==> src/rtl/pipe_pkg.sv <==
// Shared state encoding and default sizing for the pipeline stage register.
package pipe_pkg;
  typedef enum logic [1:0] {
    ST_EMPTY = 2'd0,
    ST_FULL  = 2'd1,
    ST_SKID  = 2'd2
  } pipe_state_e;

  localparam int DEF_WIDTH = 64;
  localparam int DEF_CNT_W = 16;
endpackage

==> src/rtl/sat_counter.sv <==
// Saturating up-counter: counts inc cycles, sticks at all ones.
module sat_counter
  import pipe_pkg::*;
#(
  parameter int CNT_W = DEF_CNT_W
)(
  input  logic             clock,
  input  logic             reset,
  input  logic             inc,
  output logic [CNT_W-1:0] count
);
  logic w_sat;

  assign w_sat = &count;

  always_ff @(posedge clock) begin
    if (reset)
      count <= '0;
    else if (inc && !w_sat)
      count <= count + 1'b1;
  end
endmodule

==> src/rtl/pipe_stage_reg.sv <==
// Valid/ready pipeline stage register with flush and backpressure counter.
// Define PIPE_STAGE_SKID_EN for a registered in_ready with a skid buffer.
module pipe_stage_reg
  import pipe_pkg::*;
#(
  parameter int               WIDTH       = DEF_WIDTH,
  parameter logic [WIDTH-1:0] FLUSH_VALUE = '0,
  parameter int               CNT_W       = DEF_CNT_W
)(
  input  logic             clock,
  input  logic             reset,
  input  logic             in_valid,
  output logic             in_ready,
  input  logic [WIDTH-1:0] in_data,
  input  logic             flush,
  output logic             out_valid,
  input  logic             out_ready,
  output logic [WIDTH-1:0] out_data,
  output logic [CNT_W-1:0] stall_cnt
);
  pipe_state_e      r_state;
  logic             r_out_valid;
  logic [WIDTH-1:0] r_main;
  logic             w_in_fire;
  logic             w_out_fire;

  assign w_in_fire  = in_valid & in_ready;
  assign w_out_fire = r_out_valid & out_ready;
  assign out_valid  = r_out_valid;
  assign out_data   = r_main;

`ifdef PIPE_STAGE_SKID_EN
  logic             r_in_ready;
  logic [WIDTH-1:0] r_skid;

  // in_ready comes straight from a flop, so out_ready never reaches upstream.
  assign in_ready = r_in_ready;

  always_ff @(posedge clock) begin
    if (reset) begin
      r_state     <= ST_EMPTY;
      r_out_valid <= 1'b0;
      r_in_ready  <= 1'b1;
      r_main      <= FLUSH_VALUE;
      r_skid      <= FLUSH_VALUE;
    end else if (flush) begin
      r_state     <= ST_EMPTY;
      r_out_valid <= 1'b0;
      r_in_ready  <= 1'b1;
      r_main      <= FLUSH_VALUE;
    end else begin
      case (r_state)
        ST_EMPTY: if (w_in_fire) begin
          r_state     <= ST_FULL;
          r_out_valid <= 1'b1;
          r_main      <= in_data;
        end
        ST_FULL: begin
          if (w_in_fire && w_out_fire) begin
            r_main <= in_data;
          end else if (w_in_fire) begin
            r_state    <= ST_SKID;
            r_in_ready <= 1'b0;
            r_skid     <= in_data;
          end else if (w_out_fire) begin
            r_state     <= ST_EMPTY;
            r_out_valid <= 1'b0;
          end
        end
        ST_SKID: if (w_out_fire) begin
          r_state    <= ST_FULL;
          r_in_ready <= 1'b1;
          r_main     <= r_skid;
        end
        default: begin
          r_state     <= ST_EMPTY;
          r_out_valid <= 1'b0;
          r_in_ready  <= 1'b1;
        end
      endcase
    end
  end
`else
  assign in_ready = out_ready | ~r_out_valid;

  always_ff @(posedge clock) begin
    if (reset) begin
      r_state     <= ST_EMPTY;
      r_out_valid <= 1'b0;
      r_main      <= FLUSH_VALUE;
    end else if (flush) begin
      r_state     <= ST_EMPTY;
      r_out_valid <= 1'b0;
      r_main      <= FLUSH_VALUE;
    end else begin
      case (r_state)
        ST_EMPTY: if (w_in_fire) begin
          r_state     <= ST_FULL;
          r_out_valid <= 1'b1;
          r_main      <= in_data;
        end
        ST_FULL: begin
          // in_fire in FULL implies out_fire here, so it is a straight reload.
          if (w_in_fire) begin
            r_main <= in_data;
          end else if (w_out_fire) begin
            r_state     <= ST_EMPTY;
            r_out_valid <= 1'b0;
          end
        end
        default: begin
          r_state     <= ST_EMPTY;
          r_out_valid <= 1'b0;
        end
      endcase
    end
  end
`endif

  sat_counter #(.CNT_W(CNT_W)) u_stall_cnt (
    .clock (clock),
    .reset (reset),
    .inc   (r_out_valid & ~out_ready),
    .count (stall_cnt)
  );
endmodule

==> config.mk <==
export PLATFORM = sky130hd
export DESIGN_NAME = pipe_stage_reg
export DESIGN_NICKNAME = d
export VERILOG_FILES = /design/src/rtl/pipe_pkg.sv /design/src/rtl/sat_counter.sv /design/src/rtl/pipe_stage_reg.sv
export SDC_FILE = /design/constraint.sdc
export NUM_CORES = 1
export LEC_CHECK = 0
export CORE_ASPECT_RATIO = 1.4
export CORE_MARGIN = 2
export CORE_UTILIZATION = 40
export CTS_CLUSTER_SIZE = 12
export DETAILED_ROUTE_END_ITERATION = 8
export PLACE_DENSITY_LB_ADDON = 0.3
export SLEW_MARGIN = 15
export SYNTH_ARGS = -nofsm -noshare
export SYNTH_HDL_FRONTEND = slang
export SYNTH_SLANG_ARGS = --single-unit
==> constraint.sdc <==
create_clock -name clock -period 2 [get_ports clock]
set_input_delay 0.2 -clock clock [delete_from_list [all_inputs] [get_ports clock]]
set_output_delay 0.2 -clock clock [all_outputs]
set_load 0.05 [all_outputs]
Yosys cells after proc, flatten, opt, wreduce, memory -nomap -nowiden
Index checks and enable logic that the tools add are counted.
Widths: inputs -> output; s select.

cells by class
  add/subtract/negate cells = 1
  eq/ne operators = 4
  muxes and demuxes = 8
  bitwise logic cells = 6
  reductions and logical operators = 8

operators with widths
  cell                   count
  $add 16x1->16 const B  1
  $reduce_and 16->1      1
  $mux 2                 3
  $ne 2x2->1 const B     3
  $pmux 2 s2             1
  $reduce_or 2->1        2
  $and 1x1->1            3
  $mux 1                 3
  $reduce_and 3->1       1
  $eq 2x1->1 const B     1
  $logic_not 2->1        1
  $not 1->1              2
  $pmux 1 s2             1
  $reduce_and 2->1       1
  $logic_and 1x1->1      1
  $logic_not 1->1        1
  $or 1x1->1             1

storage, ports and cells
  register bits after elaboration = 83
  output and inout port bits = 82
  word-level logic and storage cells = 31

Depth between registers and ports, before layout
Gate-level depths: netlist (run 1).

  word-level depth = 5
  mapped depth = 7
  gate-level depth less buffers = 5

Hierarchy
Synthesis (run 1) repeated with hierarchy kept, for this count alone.

unflattened totals
  cell total of the unflattened synthesis = 393
  area, all modules = 3577.2 µm²

modules (own cells, without submodules)
  module          times used  cells an instance  area each (µm²)  seq. area each (µm²)
  pipe_stage_reg  1           297                2743.9           1301.2
  sat_counter     1           96                 833.3            320.3

Worst setup path after synthesis (run 1)
No wires, ideal clock.

  path type = register to register
  start = reg r_out_valid, in the netlist out_valid
  end = reg u_stall_cnt.count[15]
  library setup time = 0.123 ns
  data arrival time = 2.175 ns
  path slack = -0.298 ns
  cell stages (with the launch flop) = 7
  period minus slack after synthesis = 2.298 ns
  path through = dfxtp_1 > nor2b_4 > inv_2 > or3_4 > buf_6 > nor4_1 > mux2_1

on the way
  cells in the longest elaborated chain, start to end = 2

RTL lines
  element                 RTL line               RTL
  from (decl)             pipe_stage_reg.sv:22   logic r_out_valid;
  from (signal assigned)  pipe_stage_reg.sv:89   r_out_valid <= 1'b0;
  from (signal assigned)  pipe_stage_reg.sv:93   r_out_valid <= 1'b0;
  from (signal assigned)  pipe_stage_reg.sv:99   r_out_valid <= 1'b1;
  $and 1x1->1             pipe_stage_reg.sv:123  .inc (r_out_valid & ~out_ready),
  $logic_and 1x1->1       sat_counter.sv:19      else if (inc && !w_sat)
  to (signal assigned)    sat_counter.sv:20      count <= count + 1'b1;
  to (decl)               sat_counter.sv:10      output logic [CNT_W-1:0] count

Every way passes these cells.
A chain may end at the register's enable or synchronous reset.

Final worst setup path (run 1)
  start = reg u_stall_cnt.count[12]
  end = out stall_cnt[12]

RTL lines
  element    RTL line              RTL
  to (decl)  pipe_stage_reg.sv:19  output logic [CNT_W-1:0] stall_cnt

No word-level cell between the ends.

==> flow_summary.yaml, run 1 <==
status:
  status: "completed"
clock_network:
  clk_pin_slew_ns: 0.08
  cts_sinks: 81
  tritoncts: "yes"
  clkLatencyLatePin_ns: 0.35
  numCtsBuffers: 9
  cts-root-buf: "clkbuf_8"
  htreeDepth: 3
  cts_max_path_buffers: 2
  cts_hold_buf: 0
power:
  vdd_ir_drop_max_v: 0.000615
  p_leak_nw: 1.74
  power_density_mw_per_mm2: 696
sta:
  fin_crit_sh_pct: 94.5
  hold_violations: 0
  fin_tns_setup_ns: 0
  max_freq_mhz: 529
  period_minus_slack_ns: 1.89
  final-setup-viol-count: 0
  holdWs_ns: 0.384
  rsz0062_at_grt: "no"
  clock_skew_ns: 0.00706
  maxSlewViolCount: 0
  worstMarginPinSlew_ns: 0.679
  max-slew-margin-rel_pct: 54.7
detailed_routing:
  wl_per_cell_um: 13.7
  antenna_left: 0
  vias: 3131
  drc_errors: 0
  drtIter0Drc: 141
  avgViaCountPerCell: 5.00
  dr.pass1.iters: 5
  routed_wl_um: 8590
worst_hold_path:
  hp-class: "in -> reg"
  whs_path_depth: 3
  hold_start: "in_data[61]"
grt:
  grt_start_max_net_pins: 66
  grt_util_all_layers_pct: 21.1
  grt_overflow: 0
  grt_pass1_vias: 2992
  grt_pass1_wl_um: 13900
  antenna_found_initial: 0
synthesis:
  ys_ff_latch: 81
  synth_cells: 376
  synth_cell_types: 34
  synth_edf_count: 0
  synth_async_sr_flop_share_pct: 0
  synth_ff_type: "dfxtp_1"
  syn-num-nets: 446
  synth_compound_area_share_pct: 15.0
  yosys_warnings: 0
  synthAdderAreaFrac_pct: 0.413
  yosys.area_share.simple_pct: 25.3
  synth_top_area_share_pct: 53.5
  synthXorXnorAreaFrac_pct: 0.578
  synth_commonest_cells: "nand2_1 (134), dfxtp_1 (81), a21oi_1 (73)"
  muxShareOfSynthArea_pct: 1.77
  ys_top_cells_by_area: "dfxtp_1 (53%), nand2_1 (17%), a21oi_1 (12%)"
  synth_area_mm2: 0.00303
  synth_area_leader_cell: "dfxtp_1"
  synth_top_family_by_area: "simple AND/OR/NAND/NOR gates"
  syn_avg_cell_area_um2: 8.07
  synth.most_common_cell: "nand2_1"
  yosysSeqAreaShare_pct: 53.5
floorplanning:
  initial_core_util_pct: 41.2
  dieHeight_um: 107
  die_x_um: 77.6
  core-area_mm2: 0.00736
  ios: 151
  dieArea_mm2: 0.00830
  rows: 37
setup_path:
  path_depth: 1
  crit_family: "buffers and inverters"
  cpMaxStageDelayCell: "clkdlybuf4s50_1"
  crit_fanout: 8
  worstRegToRegCells: 5
  r2r-start: "u_stall_cnt.count[0]"
  worstSetupPathType: "reg -> out"
  crit_path_cell_trace: "clkdlybuf4s50_1"
  arrival_ns: 1.69
  critPathLaunch: "u_stall_cnt.count[12]"
  cp-end-kind: "primary output"
  start_kind: "flip-flop"
  cpPeakStageDelay_ns: 0.86
  cp_num_buf_inv: 1
  critPathRequiredTime_ns: 1.80
place:
  post-dp-hpwl_um: 6040
  dp_cells: 610
  gp_congestion: 0.911
  port_buffers: 150
layout:
  diodes: 0
  syn_to_final_growth_pct: 60.7
  nNetsFinal: 594
  post-route-util_pct: 66.2
  drive_gt1_share_pct: 8.32
  final_cells: 626
job:
  maxCapViolations: 0
area by class of cell:
| type | count | area, um2 |
|---|---|---|
| clock buffers | 10 | 138 |
| clock inverters | 6 | 56.3 |
| fillers | 599 | 2490 |
| inverters | 2 | 10.0 |
| multi-input cells | 269 | 1320 |
| flip-flops and latches | 81 | 1630 |
| well taps | 97 | 121 |
| repair buffers | 161 | 1590 |
path summary, 6_finish.rpt:
check	end	slack (ns)
min	out_data[61]	0.38
max	stall_cnt[12]	0.11
max reg2reg	u_stall_cnt.count[14]	0.14
min reg2reg	out_data[59]	0.45
cell usage in the layout (no fill, tap or decap), types with 2 or more instances in the layout:
cell             Yosys  final
a21oi_1             73     73
and4_1               2      2
buf_4                0     11
clkbuf_8             0     10
clkdlybuf4s50_1      0    149
clkinv_2             0      4
dfxtp_1             81     73
dfxtp_2              0      7
inv_4                0      2
mux2_1               3      3
mux2i_1              2      2
nand2_1            134    133
nand3_1              4      4
nand4_1              6      6
nor2_1               9      9
nor2b_1              3      3
nor4_1               3      3
o21ai_0              3      3
o31ai_1              5      5
or3_1                4      4
or4_1                5      5
per-stage QoR:
stage	cell area (um2)	setup slack, ns	total power [W]
floorplan	3050	0.00342	0.00199
global placement	4670	-0.0438	0.00224
detailed placement	4670	-0.0675	0.00225
CTS	4860	0.0677	0.00343
global route	4870	0.0213	0.00353
finish	4870	0.110	0.00339
flip-flops by register name (all words and copies together), names as in the netlist:
register / cells
out_data: 64
out_valid: 1
u_stall_cnt.count: 16
routing by layer:
metal	share of wire, %	global-route usage (%)	vias to the layer above
met3	8.0	6.23	20
met4	2.8	12.4	0
li1	-	-	1554
met1	37	22.0	1438
met2	52	37.0	119
met5	0	0	-
cells by family after synthesis:
group	after synthesis
simple gates	177
compound gates	84
flops	81
buf+inv	26
mux	5
xor+xnor	2
fa+ha+maj	1
power breakdown:
part           total (W)  internal, W  switching [W]
logic           0.000535     0.000233       0.000301
clock network    0.00118     0.000603       0.000582
registers        0.00167      0.00165      0.0000213
what timing repair did:
| action | CTS | global route |
|---|---|---|
| endpoints found under the setup margin | 0 | 1 |
| resized for setup | 0 | 1 |
| setup buffers | 0 | 0 |
| hold endpoints to repair | 0 | 0 |
(Power assumes the default switching activity.)
==> inputs of run 2 (changes only) <==
Settings changed: HOLD_SLACK_MARGIN from default to 0.08.
Clock period 2 ns to 2.1 ns, I/O delays scaled along.
==> run 2 against run 1 <==
Effect of this change: flip-flop and latch count did not move; routed wire length shrank 1.8%; setup slack better by 0.086 ns; critical path depth grew 4; critical path type is now reg -> reg; worst hold slack improved by 0.021 ns; clock-buffer cell count up 4; largest cell class unchanged; sequential power is 4% lower.
==> flow_summary.yaml, run 2 (synthesis gave the netlist of run 1 again) <==
status:
  status: "completed"
setup_path:
  cpPeakStageDelay_ns: 0.56
  worstRegToRegCells: 5
  cp-end-kind: "flip-flop"
  r2r-start: "u_stall_cnt.count[0]"
  arrival_ns: 2.13
  path_depth: 5
  critPathLaunch: "u_stall_cnt.count[0]"
  start_kind: "flip-flop"
  crit_end: "u_stall_cnt.count[14]"
  rrSetupSlack_ns: 0.20
  crit_fanout: 5
  crit_family: "compound AO/OA/AOI/OAI gates"
  cp_num_buf_inv: 0
  worstSetupPathType: "reg -> reg"
  critPathRequiredTime_ns: 2.33
  cpMaxStageDelayCell: "a2111oi_2"
  crit_path_cell_trace: "ha_1 -> nand3_1 -> a2111oi_2 -> nand4_1 -> mux2_1"
  r2r-end: "u_stall_cnt.count[14]"
detailed_routing:
  avgViaCountPerCell: 4.97
  dr.pass1.iters: 5
  wl_per_cell_um: 13.6
  vias: 3093
  antenna_left: 0
  drc_errors: 0
  drtIter0Drc: 129
  routed_wl_um: 8440
layout:
  ff_latch_area_mm2: 0.00163
  post-route-util_pct: 65.6
  diodes: 0
  nNetsFinal: 590
  fin_area_mm2: 0.00483
  largest_reg_flops: 64
  n_fill_cell: 616
  layout_common_cells: "clkdlybuf4s50_1 (149), nand2_1 (133), dfxtp_1 (78), a21oi_1 (73), clkbuf_8 (13)"
  final_cells: 622
  mostFrequentLayoutCell: "clkdlybuf4s50_1"
  syn_to_final_growth_pct: 59.3
  drive_gt1_share_pct: 6.48
  multi_input_area_mm2: 0.00131
power:
  vdd_ir_drop_max_v: 0.000532
  power_density_mw_per_mm2: 659
  p_leak_nw: 1.71
job:
  maxCapViolations: 0
sta:
  clock_skew_ns: 0.00347
  final-setup-viol-count: 0
  worstMarginPinSlew_ns: 0.678
  max-slew-margin-rel_pct: 54.8
  period_minus_slack_ns: 1.90
  fin_crit_sh_pct: 90.7
  hold_violations: 0
  maxSlewViolCount: 0
  rsz0062_at_grt: "no"
  holdWs_ns: 0.406
  max_freq_mhz: 525
clock_network:
  numCtsBuffers: 9
  tritoncts: "yes"
  clkLatencyLatePin_ns: 0.34
  cts-root-buf: "clkbuf_8"
  cts_sinks: 81
  cts_hold_buf: 0
  cts_setup_buffers: 0
  cts_resized: 0
  cts_max_path_buffers: 2
  htreeDepth: 3
  clk_pin_slew_ns: 0.08
worst_hold_path:
  hold_start: "in_data[1]"
  whs_path_depth: 3
  hp-class: "in -> reg"
grt:
  grt_util_all_layers_pct: 20.3
  antenna_found_initial: 0
  grt_overflow: 0
  grt_start_max_net_pins: 66
  grt_pass1_wl_um: 13400
  grt_pass1_vias: 2959
place:
  post-dp-hpwl_um: 5910
  dp_cells: 606
  port_buffers: 150
  postPlaceCellArea_mm2: 0.00464
  gp_congestion: 0.891
floorplanning:
  core-area_mm2: 0.00736
  dieArea_mm2: 0.00830
  ios: 151
  initial_core_util_pct: 41.2
  rows: 37
  dieHeight_um: 107
  die_x_um: 77.6
-- run 2: where the power goes --
part / switching, W / internal, W
clock: 0.000521 / 0.000556
combinational: 0.000287 / 0.000222
sequential: 0.0000204 / 0.00158
total: 0.000829 / 0.00235
-- run 2: layout make-up --
type | instances | area share [%]
Multi-Input combinational cell | 269 | 27.1
Tap cell | 97 | 2.51
Inverter | 2 | 0.155
Clock buffer | 14 | 3.78
Sequential cell | 81 | 33.6
Timing Repair Buffer | 157 | 32.6
Clock inverter | 2 | 0.207
-- run 2: worst min path at each step --
stage                               to
after CTS                  out_data[1]
after detailed placement  out_data[51]
final                      out_data[1]
after global routing       out_data[1]
after floorplan              out_valid
after global placement    out_data[10]
-- run 2: worst register-to-register path: cells and delay by family (launching register included) --
| kind | cells | cell delay, ns |
|---|---|---|
| and+or+nand+nor | 2 | 0.37 |
| DFF | 1 | 0.36 |
| muxes | 1 | 0.34 |
| AOI/OAI and AO/OA | 1 | 0.56 |
| adders and majority gates | 1 | 0.17 |
-- run 2: per-stage QoR --
step | setup TNS (ns) | worst slack [ns] | power [W]
after global routing | 0 | 0.0251 | 0.00333
after global placement | 0 | 0.0436 | 0.00214
after floorplan | -0.0169 | -0.0169 | 0.00189
after detailed placement | -0.0212 | -0.0212 | 0.00215
after CTS | 0 | 0.182 | 0.00323
final | 0 | 0.196 | 0.00318
-- run 2: per-layer routing --
metal  track usage (%)  wire length (um)  part of all wire [%]  up-vias
li1                  -                 -                     -     1545
met1              21.7              3220                    38     1422
met2              34.3              4300                    51      111
met3              8.92               722                   8.6       15
met4              9.31               198                   2.3        0
met5                 0                 0                     0        -
